[config.mk]
export PLATFORM = sky130hd
export DESIGN_NAME = pipeline_hazard_unit_flat
export DESIGN_NICKNAME = d
export VERILOG_FILES = /design/src/rtl/hazard_pkg.sv /design/src/rtl/pipeline_hazard_unit_if.sv /design/src/rtl/hazard_watchdog.sv /design/src/rtl/pipeline_hazard_unit.sv /design/src/flat_wrapper.sv
export SDC_FILE = /design/constraint.sdc
export NUM_CORES = 1
export LEC_CHECK = 0
export ABC_AREA = 1
export ABC_CLOCK_PERIOD_IN_PS = 3450
export BUFFER_PORTS_ARGS = -buffer_cell sky130_fd_sc_hd__clkbuf_2
export CAP_MARGIN = 20
export CORE_UTILIZATION = 44
export CTS_CLUSTER_DIAMETER = 50
export DETAILED_ROUTE_END_ITERATION = 10
export PLACE_DENSITY = 0.84
export SYNTH_ARGS = -nofsm -noshare
export SYNTH_HDL_FRONTEND = slang
export SYNTH_SLANG_ARGS = --single-unit
[constraint.sdc]
create_clock -name clk -period 3.45 [get_ports clk]
set_clock_uncertainty 0.1 [all_clocks]
set_input_delay 0.345 -clock clk [delete_from_list [all_inputs] [get_ports clk]]
set_output_delay 0.345 -clock clk [all_outputs]
set_load 0.01 [all_outputs]
[src/rtl/hazard_pkg.sv]
// Purpose: shared types and constants for the pipeline hazard controller.
// Latency: n/a (declarations only).
// Backpressure: n/a.
package hazard_pkg;

    // Wide enough for any practical pipeline depth; narrower stage fields are zero-extended.
    localparam int STAGE_IDX_W = 8;
    typedef logic [STAGE_IDX_W-1:0] stage_idx_t;

    typedef enum logic [1:0] {
        RUN   = 2'd0,
        STALL = 2'd1,
        HUNG  = 2'd2
    } wdog_state_e;

    // Statistics address map (base of each counter bank).
    localparam int STAT_SEL_STALL = 0;
    localparam int STAT_SEL_FLUSH = 16;
    localparam int STAT_SEL_REDIR = 32;
    localparam int STAT_SEL_HANG  = 63;

    // True when sel addresses entry idx of the bank starting at base.
    function automatic logic stat_hit(input logic [7:0] sel, input int base, input int idx);
        return (int'(sel) == (base + idx));
    endfunction

endpackage

[src/rtl/pipeline_hazard_unit_if.sv]
// Purpose: bundles stage requests, redirect requests and control outputs of the hazard unit.
// Latency: n/a (wires only).
// Backpressure: none; the controller answers every request in the same cycle.
interface pipeline_hazard_unit_if #(
    parameter int NUM_STAGES = 5,
    parameter int NUM_REDIR  = 2,
    parameter int ADDR_WIDTH = 32,
    parameter int CNT_WIDTH  = 16
);
    localparam int SW = (NUM_STAGES > 1) ? $clog2(NUM_STAGES) : 1;

    logic [NUM_STAGES-1:0]                stall_req;
    logic [NUM_STAGES-1:0]                bubble_req;
    logic [NUM_REDIR-1:0]                 redir_valid;
    logic [NUM_REDIR-1:0][SW-1:0]         redir_stage;
    logic [NUM_REDIR-1:0][ADDR_WIDTH-1:0] redir_pc;
    logic [NUM_STAGES-1:0]                stall_o;
    logic [NUM_STAGES-1:0]                flush_o;
    logic                                 load_pc_we;
    logic [ADDR_WIDTH-1:0]                load_pc_new;
    logic                                 hang_clr;
    logic                                 hang;
    logic [7:0]                           stat_sel;
    logic [CNT_WIDTH-1:0]                 stat_data;

    // Pipeline side: raises requests, consumes stall/flush/PC controls.
    modport master (
        output stall_req, bubble_req, redir_valid, redir_stage, redir_pc, hang_clr, stat_sel,
        input  stall_o, flush_o, load_pc_we, load_pc_new, hang, stat_data
    );

    // Hazard controller side.
    modport slave (
        input  stall_req, bubble_req, redir_valid, redir_stage, redir_pc, hang_clr, stat_sel,
        output stall_o, flush_o, load_pc_we, load_pc_new, hang, stat_data
    );

endinterface

[src/rtl/hazard_watchdog.sv]
// Purpose: flags a sticky hang after WDOG_LIMIT consecutive cycles without WB progress.
// Latency: hang rises the cycle after the counter reaches WDOG_LIMIT; clears the cycle after hang_clr.
// Backpressure: none; observes progress only.
module hazard_watchdog
    import hazard_pkg::*;
#(
    parameter int WDOG_LIMIT = 1024,
    parameter int CNT_WIDTH  = 16
) (
    input  logic clk,
    input  logic rst,
    input  logic progress_i,
    input  logic hang_clr_i,
    output logic hang_o
);
    localparam logic [CNT_WIDTH-1:0] LIMIT   = CNT_WIDTH'(WDOG_LIMIT);
    localparam logic [CNT_WIDTH-1:0] CNT_MAX = '1;

    wdog_state_e          state_q, state_d;
    logic [CNT_WIDTH-1:0] cnt_q, cnt_d;

    // State and counter registers.
    always_ff @(posedge clk or posedge rst) begin
        if (rst) begin
            state_q <= RUN;
            cnt_q   <= '0;
        end else begin
            state_q <= state_d;
            cnt_q   <= cnt_d;
        end
    end

    // Next-state: count consecutive no-progress cycles, saturating; HUNG waits for hang_clr.
    always_comb begin
        state_d = state_q;
        cnt_d   = cnt_q;
        unique case (state_q)
            RUN: begin
                if (!progress_i) begin
                    state_d = STALL;
                    cnt_d   = CNT_WIDTH'(1);
                end
            end
            STALL: begin
                if (progress_i) begin
                    state_d = RUN;
                    cnt_d   = '0;
                end else if (cnt_q == LIMIT) begin
                    state_d = HUNG;
                end else if (cnt_q != CNT_MAX) begin
                    cnt_d = cnt_q + 1'b1;
                end
            end
            HUNG: begin
                if (hang_clr_i) begin
                    state_d = RUN;
                    cnt_d   = '0;
                end
            end
            default: begin
                state_d = RUN;
                cnt_d   = '0;
            end
        endcase
    end

    assign hang_o = (state_q == HUNG);

endmodule

[src/rtl/pipeline_hazard_unit.sv]
// Purpose: stall/bubble/redirect controller for an N-stage in-order pipeline, plus hang watchdog.
// Latency: stall/flush/load_pc are combinational (0 cycles); hang and stat_data are registered.
// Backpressure: downstream holds propagate upstream; bubbles and younger redirects wait or drop.
// Optional statistics counters are built when HAZARD_STATS_EN is defined.
module pipeline_hazard_unit
    import hazard_pkg::*;
#(
    parameter int NUM_STAGES = 5,
    parameter int NUM_REDIR  = 2,
    parameter int ADDR_WIDTH = 32,
    parameter int WDOG_LIMIT = 1024,
    parameter int CNT_WIDTH  = 16
) (
    input logic                  clk,
    input logic                  rst,
    pipeline_hazard_unit_if.slave hz
);
    logic [NUM_STAGES-1:0] hold;
    logic [NUM_STAGES-1:0] down_free;
    logic                  win_vld;
    stage_idx_t            win_stage;
    logic [ADDR_WIDTH-1:0] win_pc;
    logic [NUM_REDIR-1:0]  win_sel;
    logic [NUM_STAGES-1:0] stall_c;
    logic [NUM_STAGES-1:0] flush_c;
    logic                  pc_we_c;
    logic [ADDR_WIDTH-1:0] pc_new_c;
    logic                  hang;

    // Hold chain: a stage holds if it stalls, bubbles, or anything downstream holds.
    always_comb begin
        hold = '0;
        hold[NUM_STAGES-1] = hz.stall_req[NUM_STAGES-1] | hz.bubble_req[NUM_STAGES-1];
        for (int j = NUM_STAGES - 2; j >= 0; j--) begin
            hold[j] = hz.stall_req[j] | hz.bubble_req[j] | hold[j+1];
        end
    end

    // A stage may hand its instruction on when the next stage is not held; WB always can.
    assign down_free = {1'b1, ~hold[NUM_STAGES-1:1]};

    // Redirect arbiter: oldest eligible stage wins, ties go to the lowest source index.
    always_comb begin
        win_vld   = 1'b0;
        win_stage = '0;
        win_pc    = '0;
        win_sel   = '0;
        for (int i = 0; i < NUM_REDIR; i++) begin
            if (hz.redir_valid[i]
                && (int'(hz.redir_stage[i]) < NUM_STAGES)
                && down_free[hz.redir_stage[i]]
                && (!win_vld || (stage_idx_t'(hz.redir_stage[i]) > win_stage))) begin
                win_vld    = 1'b1;
                win_stage  = stage_idx_t'(hz.redir_stage[i]);
                win_pc     = hz.redir_pc[i];
                win_sel    = '0;
                win_sel[i] = 1'b1;
            end
        end
    end

    // Output controls: bubbles first, then the winning redirect flushes stages 1..k and frees
    // their registers (including the PC), and reset forces a safe pipeline-wide flush.
    always_comb begin
        stall_c  = hold;
        flush_c  = '0;
        pc_we_c  = win_vld;
        pc_new_c = win_pc;
        for (int j = 0; j < NUM_STAGES - 1; j++) begin
            flush_c[j+1] = hz.bubble_req[j] & ~hold[j+1];
        end
        if (win_vld) begin
            for (int j = 0; j < NUM_STAGES; j++) begin
                if (stage_idx_t'(j) <= win_stage) begin
                    stall_c[j] = 1'b0;
                    if (j != 0) begin
                        flush_c[j] = 1'b1;
                    end
                end
            end
        end
        if (rst) begin
            stall_c  = '0;
            flush_c  = {{(NUM_STAGES-1){1'b1}}, 1'b0};
            pc_we_c  = 1'b0;
            pc_new_c = '0;
        end
    end

    assign hz.stall_o     = stall_c;
    assign hz.flush_o     = flush_c;
    assign hz.load_pc_we  = pc_we_c;
    assign hz.load_pc_new = pc_new_c;

    hazard_watchdog #(
        .WDOG_LIMIT (WDOG_LIMIT),
        .CNT_WIDTH  (CNT_WIDTH)
    ) u_watchdog (
        .clk        (clk),
        .rst        (rst),
        .progress_i (~hold[NUM_STAGES-1]),
        .hang_clr_i (hz.hang_clr),
        .hang_o     (hang)
    );

    assign hz.hang = hang;

`ifdef HAZARD_STATS_EN
    logic [CNT_WIDTH-1:0] stall_cnt_q [NUM_STAGES];
    logic [CNT_WIDTH-1:0] flush_cnt_q [NUM_STAGES];
    logic [CNT_WIDTH-1:0] redir_cnt_q [NUM_REDIR];
    logic [CNT_WIDTH-1:0] hang_cnt_q;
    logic                 hang_prev_q;
    logic [CNT_WIDTH-1:0] stat_d, stat_q;

    // Saturating event counters; a hang event is the rising edge of the sticky flag.
    always_ff @(posedge clk or posedge rst) begin
        if (rst) begin
            for (int j = 0; j < NUM_STAGES; j++) begin
                stall_cnt_q[j] <= '0;
                flush_cnt_q[j] <= '0;
            end
            for (int i = 0; i < NUM_REDIR; i++) begin
                redir_cnt_q[i] <= '0;
            end
            hang_cnt_q  <= '0;
            hang_prev_q <= 1'b0;
        end else begin
            for (int j = 0; j < NUM_STAGES; j++) begin
                if (stall_c[j] && (stall_cnt_q[j] != '1)) stall_cnt_q[j] <= stall_cnt_q[j] + 1'b1;
                if (flush_c[j] && (flush_cnt_q[j] != '1)) flush_cnt_q[j] <= flush_cnt_q[j] + 1'b1;
            end
            for (int i = 0; i < NUM_REDIR; i++) begin
                if (win_sel[i] && (redir_cnt_q[i] != '1)) redir_cnt_q[i] <= redir_cnt_q[i] + 1'b1;
            end
            hang_prev_q <= hang;
            if (hang && !hang_prev_q && (hang_cnt_q != '1)) hang_cnt_q <= hang_cnt_q + 1'b1;
        end
    end

    // Statistic read mux; unmapped selects read zero.
    always_comb begin
        stat_d = '0;
        for (int j = 0; j < NUM_STAGES; j++) begin
            if (stat_hit(hz.stat_sel, STAT_SEL_STALL, j)) stat_d = stall_cnt_q[j];
            if (stat_hit(hz.stat_sel, STAT_SEL_FLUSH, j)) stat_d = flush_cnt_q[j];
        end
        for (int i = 0; i < NUM_REDIR; i++) begin
            if (stat_hit(hz.stat_sel, STAT_SEL_REDIR, i)) stat_d = redir_cnt_q[i];
        end
        if (stat_hit(hz.stat_sel, STAT_SEL_HANG, 0)) stat_d = hang_cnt_q;
    end

    // Registered read port.
    always_ff @(posedge clk or posedge rst) begin
        if (rst) begin
            stat_q <= '0;
        end else begin
            stat_q <= stat_d;
        end
    end

    assign hz.stat_data = stat_q;
`else
    logic unused_stats;
    assign unused_stats  = ^{hz.stat_sel, win_sel};
    assign hz.stat_data  = '0;
`endif

endmodule

[src/flat_wrapper.sv]
// flat-port wrapper written by rule: the top's interface ports become plain ports
module pipeline_hazard_unit_flat import hazard_pkg::*;
#(
    parameter int NUM_STAGES = 5,
    parameter int NUM_REDIR  = 2,
    parameter int ADDR_WIDTH = 32,
    parameter int WDOG_LIMIT = 1024,
    parameter int CNT_WIDTH  = 16
)
  (clk, rst, hz_stall_req, hz_bubble_req, hz_redir_valid, hz_redir_stage, hz_redir_pc, hz_hang_clr, hz_stat_sel, hz_stall_o, hz_flush_o, hz_load_pc_we, hz_load_pc_new, hz_hang, hz_stat_data);
  pipeline_hazard_unit_if #(.NUM_STAGES(NUM_STAGES), .NUM_REDIR(NUM_REDIR), .ADDR_WIDTH(ADDR_WIDTH), .CNT_WIDTH(CNT_WIDTH)) hz_i ();
  input logic clk;
  input logic rst;
  input wire logic [$bits(hz_i.stall_req)-1:0] hz_stall_req;
  input wire logic [$bits(hz_i.bubble_req)-1:0] hz_bubble_req;
  input wire logic [$bits(hz_i.redir_valid)-1:0] hz_redir_valid;
  input wire logic [$bits(hz_i.redir_stage)-1:0] hz_redir_stage;
  input wire logic [$bits(hz_i.redir_pc)-1:0] hz_redir_pc;
  input wire logic [$bits(hz_i.hang_clr)-1:0] hz_hang_clr;
  input wire logic [$bits(hz_i.stat_sel)-1:0] hz_stat_sel;
  output wire logic [$bits(hz_i.stall_o)-1:0] hz_stall_o;
  output wire logic [$bits(hz_i.flush_o)-1:0] hz_flush_o;
  output wire logic [$bits(hz_i.load_pc_we)-1:0] hz_load_pc_we;
  output wire logic [$bits(hz_i.load_pc_new)-1:0] hz_load_pc_new;
  output wire logic [$bits(hz_i.hang)-1:0] hz_hang;
  output wire logic [$bits(hz_i.stat_data)-1:0] hz_stat_data;
  assign hz_i.stall_req = hz_stall_req;
  assign hz_i.bubble_req = hz_bubble_req;
  assign hz_i.redir_valid = hz_redir_valid;
  assign hz_i.redir_stage = hz_redir_stage;
  assign hz_i.redir_pc = hz_redir_pc;
  assign hz_i.hang_clr = hz_hang_clr;
  assign hz_i.stat_sel = hz_stat_sel;
  assign hz_stall_o = hz_i.stall_o;
  assign hz_flush_o = hz_i.flush_o;
  assign hz_load_pc_we = hz_i.load_pc_we;
  assign hz_load_pc_new = hz_i.load_pc_new;
  assign hz_hang = hz_i.hang;
  assign hz_stat_data = hz_i.stat_data;
  pipeline_hazard_unit #(.NUM_STAGES(NUM_STAGES), .NUM_REDIR(NUM_REDIR), .ADDR_WIDTH(ADDR_WIDTH), .WDOG_LIMIT(WDOG_LIMIT), .CNT_WIDTH(CNT_WIDTH)) u_core (.clk(clk), .rst(rst), .hz(hz_i));
endmodule
**Word-level counts from Yosys, hierarchy flattened**

Index checks and enable logic that the tools add are counted.

- Add/sub/neg operators: 1
- $lt $le $gt $ge: 10
- Equal/unequal tests: 9
- Multiplexer cells: 36
- Bitwise operators: 18
- Reduce and logical (&&, ||, !) cells: 10

Operator list:

| cell | count |
|---|---|
| $mux 32 | 3 |
| $mux 16 | 5 |
| $pmux 16 s3 | 1 |
| $add 16x1->16 const B | 1 |
| $eq 16x11->1 const B | 1 |
| $ne 16x16->1 const B | 1 |
| $mux 5 | 3 |
| $mux 1 | 14 |
| $ne 3x3->1 const B | 3 |
| $or 1x1->1 | 9 |
| $lt 3x4->1 const B | 2 |
| $mux 2 | 4 |
| $bmux 1 s3 | 2 |
| $le 1x3->1 const A | 2 |
| $le 2x3->1 const A | 2 |
| $lt 3x3->1 const B | 2 |
| $mux 3 | 2 |
| $pmux 2 s3 | 1 |
| $logic_and 1x1->1 | 5 |
| $and 1x1->1 | 4 |
| $mux 4 | 1 |
| $not 1->1 | 4 |
| $not 4->4 | 1 |
| $reduce_and 4->1 | 1 |
| other kinds (10) | 10 |

- Register bits after elaboration: 18
- Word-level logic and storage cells: 86

**Depth between registers and ports, before layout**

- Depth in word-level cells: 17
- Mapped depth: 21
- Gate-level depth less buffers: 20

**Cells and area by module**

From an unflattened synthesis, not the netlist that was laid out.

- Cells, all modules: 405
- Area, all modules: 2433.6 µm²

Modules (own cells, without submodules):

| module | instances | cells an instance | area each (µm²) |
|---|---|---|---|
| hazard_watchdog | 1 | 191 | 1320.0 |
| pipeline_hazard_unit | 1 | 214 | 1113.6 |

**Worst setup path before layout**

Ideal clock, no wire load.

- Kind: input port to output port
- From: input hz_bubble_req[4]
- To: output hz_load_pc_new[22]
- Data arrival time: 2.334 ns
- Setup slack: 0.671 ns
- Stages on the path: 17
- Path buffers: 2
- Cell sequence: nor2_2 > buf_6 > nand3_4 > o21bai_4 > nand2_2 > inv_1 > nand2_1 > ha_1 > nand2_1 > o22ai_1 > inv_1 > nand2_2 > nand2_4 > nand2_8 > buf_6 > o21ai_1 > nor2_1

- Word-level cells in the longest chain between the ends: 14

Ends and longest elaborated chain:

| item | line | source |
|---|---|---|
| from (decl) | flat_wrapper.sv:15 | `input wire logic [$bits(hz_i.bubble_req)-1:0] hz_bubble_req;` |
| $or 1x1->1 * | pipeline_hazard_unit.sv:33 | `hold[NUM_STAGES-1] = hz.stall_req[NUM_STAGES-1] \| hz.bubble_req[NUM_STAGES-1];` |
| $or 1x1->1 (3 in series) | pipeline_hazard_unit.sv:35 | `hold[j] = hz.stall_req[j] \| hz.bubble_req[j] \| hold[j+1];` |
| $not 4->4 * | pipeline_hazard_unit.sv:40 | `assign down_free = {1'b1, ~hold[NUM_STAGES-1:1]};` |
| $bmux 1 s3 | pipeline_hazard_unit.sv:51 | `&& down_free[hz.redir_stage[i]]` |
| $mux 1 (implied by the code) | pipeline_hazard_unit.sv:51 |  |
| $logic_and 1x1->1 | pipeline_hazard_unit.sv:51 |  |
| $mux 3 / $mux 1 (equally long branches) | pipeline_hazard_unit.sv:49 | `if (hz.redir_valid[i]` |
| $gt 3x3->1 / $logic_not 1->1 (equally long branches) | pipeline_hazard_unit.sv:52 | `&& (!win_vld \|\| (stage_idx_t'(hz.redir_stage[i]) > win_stage))) begin` |
| $logic_or 1x1->1 | pipeline_hazard_unit.sv:52 |  |
| $logic_and 1x1->1 | pipeline_hazard_unit.sv:52 |  |
| $mux 32 * | pipeline_hazard_unit.sv:49 |  |
| $mux 32 * | pipeline_hazard_unit.sv:82 | `if (rst) begin` |
| to (decl) | flat_wrapper.sv:24 | `output wire logic [$bits(hz_i.load_pc_new)-1:0] hz_load_pc_new;` |

Mark *: on every way between the ends. The rest lies on a longest branch, timed or not. The select of a mux whose other input is x is not followed.

**Final worst setup path**

- From: input hz_bubble_req[4]
- To: output hz_flush_o[3]

- Word-level cells in the longest chain between the ends: 17

Ends and longest elaborated chain:

| item | line | source |
|---|---|---|
| $or 1x1->1 * | pipeline_hazard_unit.sv:33 |  |
| $or 1x1->1 (3 in series) | pipeline_hazard_unit.sv:35 |  |
| $not 4->4 | pipeline_hazard_unit.sv:40 |  |
| $bmux 1 s3 | pipeline_hazard_unit.sv:51 |  |
| $mux 1 (implied by the code) | pipeline_hazard_unit.sv:51 |  |
| $logic_and 1x1->1 | pipeline_hazard_unit.sv:51 |  |
| $mux 3 / $mux 1 (equally long branches) | pipeline_hazard_unit.sv:49 |  |
| $gt 3x3->1 / $logic_not 1->1 (equally long branches) | pipeline_hazard_unit.sv:52 |  |
| $logic_or 1x1->1 | pipeline_hazard_unit.sv:52 |  |
| $logic_and 1x1->1 | pipeline_hazard_unit.sv:52 |  |
| $mux 3 | pipeline_hazard_unit.sv:49 |  |
| $le 2x3->1 | pipeline_hazard_unit.sv:74 | `if (stage_idx_t'(j) <= win_stage) begin` |
| $mux 1 | pipeline_hazard_unit.sv:74 |  |
| $mux 4 * | pipeline_hazard_unit.sv:72 | `if (win_vld) begin` |
| $mux 5 * | pipeline_hazard_unit.sv:82 |  |
| to (decl) | flat_wrapper.sv:22 | `output wire logic [$bits(hz_i.flush_o)-1:0] hz_flush_o;` |

Marked as above.

==> qor.yml <==
cts.sinks: 18
power.leakage_uw: 0.001553
synthCells: 373
postCtsHoldBufs: 0
root_buffer: "clkbuf_8"
tightest_slew_ns: 0.8700
core_area_um2: 5205
antenna_found_initial: 0
dp_hpwl_um: 5456
start_util_pct: 46.73
hold_slack_ns: 0.2611
seq_area_um2: 450.4
synth.cell_area_um2: 2432
grt_max_degree: 37
die_w_um: 76.35
insertedDiodeCount: 0
relSlewSlack_pct: 41.94
peakVddDrop_uv: 260.2
vias: 2894
drive_gt1_share_pct: 38.32
drt_iter0_markers: 152
worstSetupStartpointType: "input port"
finalPower_uw: 909.6
drv_cap: 0
drtAntennaViolNets: 0
crit_path_end_kind: "output pin"
final-hold-violation-count: 0
grt_pass1_wl_um: 11630
post_synth.cell_area_avg_um2: 6.521
totalWireLength_um: 6996
route.detailed.drc: 0
cp.arrival_ns: 2.75
path_max_fanout: 36
track_usage_pct: 23.84
fin_cells: 558
finalSetupTns_ns: 0
dr.pass1.iters: 5
yosysTopAreaCell: "dfrtp_1"
netlist_top_cells_area: "dfrtp_1 19%, a21oi_2 11%, nor2_1 8.5%, o21ai_1 8.4%, nand2_1 7.1%"
synth_seq_cells: 18
min_period_ns: 3.190
io_buffer_count: 127
multi_input_area_um2: 1599
ys_seq_area_share_pct: 18.52
status: "complete, no violations"
placementRows: 26
fill_cells: 508
dp_cells: 554
required_ns: 3.00
cts_buffers: 3
clk_pin_slew_ns: 0.07
min_period_over_period_pct: 92.47
worstSetupPathType: "input port to output pin"
setup_violations: 0
htreeDepth: 1
grt_pass1_vias: 2646
wl_per_cell_um: 12.54
slew_viol_final: 0
grt_setup_unrepaired: "false"
hold_path_class: "input port to register"
cts_buffer_depth: 2
ys_warn_count: 0
cts_tree: "yes"
dieArea_um2: 5829
syn_to_final_growth_pct: 24.79
yosys.area.top_type_share_pct: 18.52
ys_types: 36
final_net_count: 586
fmax_ghz: 0.3135
via_per_inst: 5.186
power_density_nw_per_um2: 299.7
grt_overflow: 0
gp_congestion: 0.8656
insertion_delay_ns: 0.27
die_height_um: 76.35
ios: 153
-- cells in the mapped netlist (all sizes together) --
library cell and n:
clkbuf 4, xor2 6, o211ai 1, buf 31
dfrtp 18, o21bai 2, nor2 57, conb 1
a21oi 42, o21ai 52, a21boi 2, nand3 25
nand2 51, ha 4, inv 46, nor3 10
o22ai 1, nand4 12, nand3b 2, nor4 6
-- routing by layer --
layer | up-vias | share of wire (%) | track usage (%)
met3 | 20 | 7.1 | 4.431
li1 | 1442 | - | -
met4 | 0 | 1.8 | 6.154
met2 | 161 | 49 | 43.78
met1 | 1271 | 42 | 28.17
met5 | - | 0 | 0
-- final cells by class --
class | count | share of cell area, %
multi-input cells | 290 | 52.68
repair buffers | 130 | 21.68
flip-flops and latches | 18 | 14.84
inverters | 46 | 6.101
well taps | 70 | 2.885
clock buffers | 4 | 1.814
-- worst max-delay path: stages --
cell and delay, ns:
clkbuf_2 0.10, nor2_4 0.21, nand3_4 0.13, o21bai_4 0.16, nand2_2 0.11, nor2_1 0.15
inv_1 0.06, ha_1 0.27, nand2_1 0.08, o22ai_1 0.16, inv_1 0.07, nand2_2 0.09
nand2_4 0.08, nand2_8 0.22, nand2_1 0.08, nand2_1 0.11, nand2_1 0.06, nand3b_1 0.09
clkbuf_2 0.15
-- worst paths after layout --
kind	from	endpoint	slack, ns	cells past startpoint
max	hz_bubble_req[4]	hz_flush_o[3]	0.26	19
min	hz_hang_clr	u_core.u_watchdog.state_q[1]	0.26	4
max reg2reg	u_core.u_watchdog.cnt_q[0]	u_core.u_watchdog.cnt_q[11]	1.24	12
min reg2reg	u_core.u_watchdog.cnt_q[15]	u_core.u_watchdog.cnt_q[15]	0.44	2
max in group asynchronous	rst	u_core.u_watchdog.cnt_q[10]	2.17	3
min in group asynchronous	rst	u_core.u_watchdog.cnt_q[14]	0.87	3
-- per-stage QoR --
step	area, µm²	util, %	setup slack [ns]
floorplan	2492	-	0.6705
global placement	2970	57.07	0.2361
detailed placement	2970	57.07	0.1319
CTS	3025	58.13	0.1240
global route	3035	58.32	0.02588
finish	3035	58.32	0.2599
-- power breakdown --
group	total, µW	switching, µW	internal, µW
Combinational	473	313	160
Sequential	252	16.4	236
Clock	184	82.4	102
Total	910	412	498
-- timing repair --
item | in CTS | in global routing
setup endpoints to repair | 0 | 35
setup buffers | 0 | 0
gates resized for setup | 0 | 3
-- cell usage in the layout, fill, tap and decap left out --
cell	netlist	layout
ha_1	4	4
nand3_4	1	1
buf_4	17	3
a21oi_2	30	30
o21bai_4	1	1
nand4_1	12	12
nand2_8	1	1
xor2_1	6	6
nand2_1	46	46
nor3_1	8	8
nor2_1	55	55
nor4_1	6	6
a21boi_0	2	2
o22ai_1	1	1
nand2_4	1	1
clkbuf_2	0	127
nand3_2	3	3
nor3_2	2	2
dfrtp_1	18	18
clkbuf_8	0	4
o21ai_2	2	2
a21oi_1	12	12
inv_1	39	39
nor2_2	2	1
inv_2	6	6
o211ai_1	1	1
o21ai_1	41	41
o21bai_1	1	1
nand2_2	3	3
conb_1	1	17
nor2_4	0	1
inv_12	0	1
nand3b_1	2	2
nand3_1	21	21
o21ai_0	9	9
-- logic make-up (layout without fill, tap and decap cells) --
family	after synthesis	after routing	share of synthesized area, %
other	1	17	0.1542
XOR/XNOR	6	6	2.160
AND/OR/NAND/NOR	163	163	32.15
flip-flops	18	18	18.52
adder cells (fa/ha/maj)	4	4	2.058
AO/OA/AOI/OAI	100	100	26.54
buffers and inverters	81	180	18.41
-- registers in the layout, indices dropped and copies added, names as in the netlist --
register	flops
u_core.u_watchdog.cnt_q	16
u_core.u_watchdog.state_q	2
Power figures use the tool's default switching activity.
